**config.mk**
```make
export PLATFORM = sky130hd
export DESIGN_NAME = vend_txn_ctrl
export DESIGN_NICKNAME = d
export VERILOG_FILES = /design/src/rtl/vend_pkg.sv /design/src/rtl/btn_edge.sv /design/src/rtl/vend_txn_ctrl.sv
export SDC_FILE = /design/constraint.sdc
export NUM_CORES = 1
export LEC_CHECK = 0
export CORE_UTILIZATION = 52
export CTS_BUF_LIST = sky130_fd_sc_hd__clkbuf_2 sky130_fd_sc_hd__clkbuf_4 sky130_fd_sc_hd__clkbuf_8
export CTS_CLUSTER_DIAMETER = 120
export DETAILED_ROUTE_END_ITERATION = 8
export MAX_ROUTING_LAYER = met4
export PLACE_DENSITY = 0.85
export SLEW_MARGIN = 20
export SYNTH_ARGS = -nofsm -noshare
export SYNTH_HDL_FRONTEND = slang
export SYNTH_SLANG_ARGS = --single-unit
```
**constraint.sdc**
```tcl
create_clock -name clk -period 3.4 [get_ports clk]
set_input_delay 1.02 -clock clk [delete_from_list [all_inputs] [get_ports clk]]
set_output_delay 1.02 -clock clk [all_outputs]
set_load 0.1 [all_outputs]
```
**src/rtl/vend_pkg.sv**
```systemverilog
// Shared types and constants for the vending transaction controller.
package vend_pkg;

    typedef enum logic [1:0] {
        ST_IDLE   = 2'd0,
        ST_VEND   = 2'd1,
        ST_REFUND = 2'd2
    } state_t;

    typedef enum logic [1:0] {
        ITEM_NONE   = 2'd0,
        ITEM_TEA    = 2'd1,
        ITEM_COKE   = 2'd2,
        ITEM_SPRITE = 2'd3
    } item_t;

    localparam logic [7:0] COIN_5      = 8'd5;
    localparam logic [7:0] COIN_10     = 8'd10;
    localparam logic [7:0] COIN_50     = 8'd50;
    localparam logic [7:0] REFUND_UNIT = 8'd5;

endpackage

```
**src/rtl/btn_edge.sv**
```systemverilog
// Single-bit rising-edge detector; the history flop clears on reset so a
// level held through reset reports an edge right after release.
module btn_edge (
    input  logic clk,
    input  logic rst_n,
    input  logic i_in,
    output logic o_evt
);

    logic r_q;

    always_ff @(posedge clk or negedge rst_n) begin
        if (!rst_n) r_q <= 1'b0;
        else        r_q <= i_in;
    end

    assign o_evt = i_in & ~r_q;

endmodule

```
**src/rtl/vend_txn_ctrl.sv**
```systemverilog
// Vending transaction controller: coin credit, purchase accept/reject,
// timed drop strobes and 5-unit change payout through a handshaked hopper.
module vend_txn_ctrl
    import vend_pkg::*;
#(
    parameter int PRICE_TEA    = 15,
    parameter int PRICE_COKE   = 20,
    parameter int PRICE_SPRITE = 25,
    parameter int CREDIT_MAX   = 50,
    parameter int DROP_CYCLES  = 4
) (
    input  logic       clk,
    input  logic       rst_n,
    input  logic       cancel,
    input  logic       money_5,
    input  logic       money_10,
    input  logic       money_50,
    input  logic       tea,
    input  logic       coke,
    input  logic       sprite,
    input  logic       coin_ack,
    output logic       vend_tea,
    output logic       vend_coke,
    output logic       vend_sprite,
    output logic       coin_req,
    output logic       coin_reject,
    output logic       avail_tea,
    output logic       avail_coke,
    output logic       avail_sprite,
    output logic       busy,
    output logic [7:0] credit
);

    localparam int               CW       = (DROP_CYCLES > 1) ? $clog2(DROP_CYCLES) : 1;
    localparam logic [CW-1:0]    CNT_INIT = CW'(DROP_CYCLES - 1);
    localparam logic [7:0]       P_TEA    = 8'(PRICE_TEA);
    localparam logic [7:0]       P_COKE   = 8'(PRICE_COKE);
    localparam logic [7:0]       P_SPRITE = 8'(PRICE_SPRITE);
    localparam logic [8:0]       C_MAX    = 9'(CREDIT_MAX);

    // Event bit order doubles as IDLE priority: bit 0 wins.
    logic [6:0]    w_in;
    logic [6:0]    w_evt;
    logic [8:0]    w_add5;
    logic [8:0]    w_add10;
    item_t         w_buy;
    logic [7:0]    w_price;

    state_t        r_state;
    item_t         r_item;
    logic [7:0]    r_credit;
    logic [CW-1:0] r_drop_cnt;
    logic          r_vend_on;
    logic          r_coin_req;
    logic          r_coin_reject;

    assign w_in = {sprite, coke, tea, money_5, money_10, money_50, cancel};

    btn_edge u_edge [6:0] (
        .clk   (clk),
        .rst_n (rst_n),
        .i_in  (w_in),
        .o_evt (w_evt)
    );

    assign w_add5  = {1'b0, r_credit} + {1'b0, COIN_5};
    assign w_add10 = {1'b0, r_credit} + {1'b0, COIN_10};

    // Only the highest-priority selection is considered; an unaffordable one
    // still masks lower selections in the same cycle.
    always_comb begin
        w_buy   = ITEM_NONE;
        w_price = '0;
        if (w_evt[3:0] == '0) begin
            if (w_evt[4]) begin
                if (r_credit >= P_TEA) begin
                    w_buy   = ITEM_TEA;
                    w_price = P_TEA;
                end
            end else if (w_evt[5]) begin
                if (r_credit >= P_COKE) begin
                    w_buy   = ITEM_COKE;
                    w_price = P_COKE;
                end
            end else if (w_evt[6]) begin
                if (r_credit >= P_SPRITE) begin
                    w_buy   = ITEM_SPRITE;
                    w_price = P_SPRITE;
                end
            end
        end
    end

    always_ff @(posedge clk or negedge rst_n) begin
        if (!rst_n) begin
            r_state       <= ST_IDLE;
            r_item        <= ITEM_NONE;
            r_credit      <= '0;
            r_drop_cnt    <= '0;
            r_vend_on     <= 1'b0;
            r_coin_req    <= 1'b0;
            r_coin_reject <= 1'b0;
        end else begin
            r_coin_reject <= 1'b0;
            case (r_state)
                ST_IDLE: begin
                    if (w_evt[0]) begin
                        if (r_credit != '0) begin
                            r_state    <= ST_REFUND;
                            r_coin_req <= 1'b1;
                        end
                    end else if (w_evt[1]) begin
                        if (r_credit == '0) r_credit <= COIN_50;
                        else                r_coin_reject <= 1'b1;
                    end else if (w_evt[2]) begin
                        if (w_add10 <= C_MAX) r_credit <= w_add10[7:0];
                        else                  r_coin_reject <= 1'b1;
                    end else if (w_evt[3]) begin
                        if (w_add5 <= C_MAX) r_credit <= w_add5[7:0];
                        else                 r_coin_reject <= 1'b1;
                    end else if (w_buy != ITEM_NONE) begin
                        r_credit   <= r_credit - w_price;
                        r_item     <= w_buy;
                        r_state    <= ST_VEND;
                        r_drop_cnt <= CNT_INIT;
                        r_vend_on  <= 1'b1;
                    end
                end
                ST_VEND: begin
                    if (r_drop_cnt == '0) begin
                        r_vend_on <= 1'b0;
                        r_item    <= ITEM_NONE;
                        if (r_credit != '0) begin
                            r_state    <= ST_REFUND;
                            r_coin_req <= 1'b1;
                        end else begin
                            r_state <= ST_IDLE;
                        end
                    end else begin
                        r_drop_cnt <= r_drop_cnt - CW'(1);
                    end
                end
                ST_REFUND: begin
                    // Request drops for one cycle after every ack so the hopper
                    // sees a fresh request per coin.
                    if (r_credit == '0) begin
                        r_state    <= ST_IDLE;
                        r_coin_req <= 1'b0;
                    end else if (r_coin_req) begin
                        if (coin_ack) begin
                            r_credit   <= r_credit - REFUND_UNIT;
                            r_coin_req <= 1'b0;
                            if (r_credit == REFUND_UNIT) r_state <= ST_IDLE;
                        end
                    end else begin
                        r_coin_req <= 1'b1;
                    end
                end
                default: r_state <= ST_IDLE;
            endcase
        end
    end

    assign vend_tea     = r_vend_on && (r_item == ITEM_TEA);
    assign vend_coke    = r_vend_on && (r_item == ITEM_COKE);
    assign vend_sprite  = r_vend_on && (r_item == ITEM_SPRITE);
    assign coin_req     = r_coin_req;
    assign coin_reject  = r_coin_reject;
    assign busy         = (r_state != ST_IDLE);
    assign credit       = r_credit;
    assign avail_tea    = (r_state == ST_IDLE) && (r_credit >= P_TEA);
    assign avail_coke   = (r_state == ST_IDLE) && (r_credit >= P_COKE);
    assign avail_sprite = (r_state == ST_IDLE) && (r_credit >= P_SPRITE);

endmodule

```
==> results.yml <==
route:
  drtIter0Drc: 340
  final_antenna_net_count: 0
  viasPerCell: 6.733
  wl_per_cell_um: 20.91
  met3WireLength_um: 911
  met1_length_mm: 2.999
  highest_layer: "met4"
  firstDrtPassIters: 7
  vias: 2747
  wl_met2_mm: 4.117
  drt_wl_total_mm: 8.530
  remaining_drc_errors: 0
synthesis:
  yosysTopAreaCellShare_pct: 27.59
  ys_types: 60
  ys_seq_area_share_pct: 27.59
  synth_edf_count: 0
  netlist_area_mm2: 0.002177
  ys_ff_latch: 24
  syn-num-nets: 304
  yosys_warnings: 0
  syn_inst: 280
  synth_flop_cell: "dfrtp_1"
  netlist_top_cells_area: "dfrtp_1 (28%), ha_1 (7.5%), nor2_1 (5.0%)"
  syn_area_per_cell_um2: 7.775
  yosysTopAreaCell: "dfrtp_1"
  async_flop_share_pct: 100.0
sta:
  fmax_mhz: 290.3
  hold_viol_final: 0
  worstMarginPinSlew_ps: 807.2
  min_period_over_period_pct: 101.3
  finalSetupViolations: 4
  finalWorstSetupSlack_ps: -44.88
  rsz0062_at_grt: "true"
  slew_viol_final: 0
  max_slew_margin_pct: 46.02
  skew_ps: 9.240
  hold_ws_ps: 585.4
  fin_setup_tns_ps: -126.4
  final.min_clock_period_ps: 3445
floorplanning:
  core.rowCount: 23
  start_util_pct: 54.43
  dieArea_mm2: 0.004450
  ioPinCount: 27
  core_area_mm2: 0.004000
  die_w_um: 66.71
  dieHeight_um: 66.71
setup_path:
  cp_num_buf_inv: 4
  reg2reg_depth: 20
  critPathMaxFanout: 3
  cp_slowest_stage_delay_ps: 360
  cp.required_ps: 3590
  path_cells: "dlygate4sd2_1 > nand2b_1 > nand3_2 > a211oi_2 > o21ai_1 > inv_1 > ha_2 > inv_1 > fa_2 > buf_4 > xnor2_2 > nor2_1 > a21oi_1 > mux2_2 > nor2_1 > nor3_1 > a21oi_1"
  worstPathArrival_ps: 3640
  r2r_slack_ps: -40
  cp-start-kind: "input pin"
  critPathTopFamily: "buffers and inverters"
  crit_path_start: "money_5"
  slowest_stage: "fa_2"
  worstReg2RegEnd: "r_item[0]"
  r2r_start: "credit[0]"
  critical_path_class: "input pin to flop"
  crit_cells: 17
  end_kind: "flop"
worst_hold_path:
  min_from: "r_drop_cnt[1]"
  hold_end: "r_drop_cnt[1]"
  hold_class: "flop to flop"
  min_path_cells: 1
place:
  place.gp.congestion: 0.9870
  place_worst_setup_slack_ps: -517.4
  dp_hpwl_mm: 4.778
  portBuffers: 26
status:
  status: "finished, violations left"
  violations: "setup timing"
grt:
  grt_pass1_vias: 2460
  antenna_found_initial: 0
  grt_start_max_net_pins: 23
  grt_pass1_wl_mm: 11.58
  grt_overflow_total: 0
  grt_usage_pct: 36.22
clock_network:
  postCtsHoldBufs: 0
  clk_latency_ps: 280
  cts_root_buf: "clkbuf_8"
  clock-sinks: 24
  path_clk_slew_ps: 90
  clock_path_buffers: 2
  cts_tree: "built"
  cts_htree_levels: 1
  cts_inserted_buffers: 3
final_layout:
  syn_to_final_growth_pct: 45.75
  layout_common_cells: "buf_4 (82), nand2_1 (28), nor2_1 (26), a21oi_1 (18), dfrtp_1 (17)"
  n_antenna_cell: 0
  finalNetCount: 383
  drive_above_1_share_pct: 36.87
  final_common_cell: "buf_4"
run:
  cap_violations: 0
## registers in the layout, indices dropped and copies added, names as in the netlist
name         cells
u_edge.r_q       7
r_drop_cnt       2
r_item           2
credit           8
coin_reject      1
r_vend_on        1
r_state          2
coin_req         1
## metrics by stage
| stage | std cells | cell area (um^2) | utilization [%] |
|---|---|---|---|
| 2_1_floorplan | 280 | 2233 | - |
| 3_3_place_gp | 376 | 2726 | 68.16 |
| 3_5_place_dp | 376 | 2726 | 68.16 |
| 4_1_cts | 399 | 3005 | 75.13 |
| 5_1_grt | 408 | 3173 | 79.32 |
| 6_report | 408 | 3173 | 79.32 |
## cell families after synthesis
kind of cell	share of synthesized area, %
flip-flops	27.59
XOR/XNOR	3.621
AND/OR/NAND/NOR	25.34
adder cells (fa/ha/maj)	8.391
AO/OA/AOI/OAI	26.95
multiplexers	1.897
buffers and inverters	6.206
## synth_stat cells, types with 3 or more instances
library cell  instances
dfrtp_1              24
ha_1                 13
xnor2_1               6
nand2b_1              6
nor2_1               29
o21ai_0              16
nand4_1               3
nand2_1              28
a221oi_1              4
and3_1                4
a21boi_0              4
inv_1                14
mux2i_1               3
a31oi_1               4
a22oi_1               3
nor3_1                7
nor2b_1               9
a21oi_1              20
nor4_1                3
xor2_1                3
o22ai_1               4
o21ai_1               4
nand3_1               4
or3_1                 4
clkbuf_1             15
## what timing repair did
item                                    in CTS  in global routing
setup buffers                               19                 10
resized for setup                           21                 22
pin swaps                                   15                 15
endpoints found under the setup margin       5                  6
## cell type report
type,count,area (um^2)
timing repair buffer,92,723.2
multi-input combinational,224,1642
clock buffer,3,41.29
clock inverter,1,30.03
sequential,24,616.8
tap,50,62.56
fill,236,827.0
inverter,14,57.56
## how the worst max path moves through the flow
stage | to
after floorplan | credit[4]
after global placement | credit[4]
after detailed placement | credit[6]
after CTS | r_item[0]
after global routing | credit[2]
final | credit[2]
## metal layers
metal | GRT usage [%] | vias to the layer above
met5 | - | -
met4 | 21.54 | 0
met3 | 7.021 | 63
met2 | 57.07 | 223
met1 | 42.63 | 1285
li1 | - | 1176
Power is left out: the tool's default activity adds up to more than one toggle a clock period on the data nets, which glitch-free logic cannot reach.
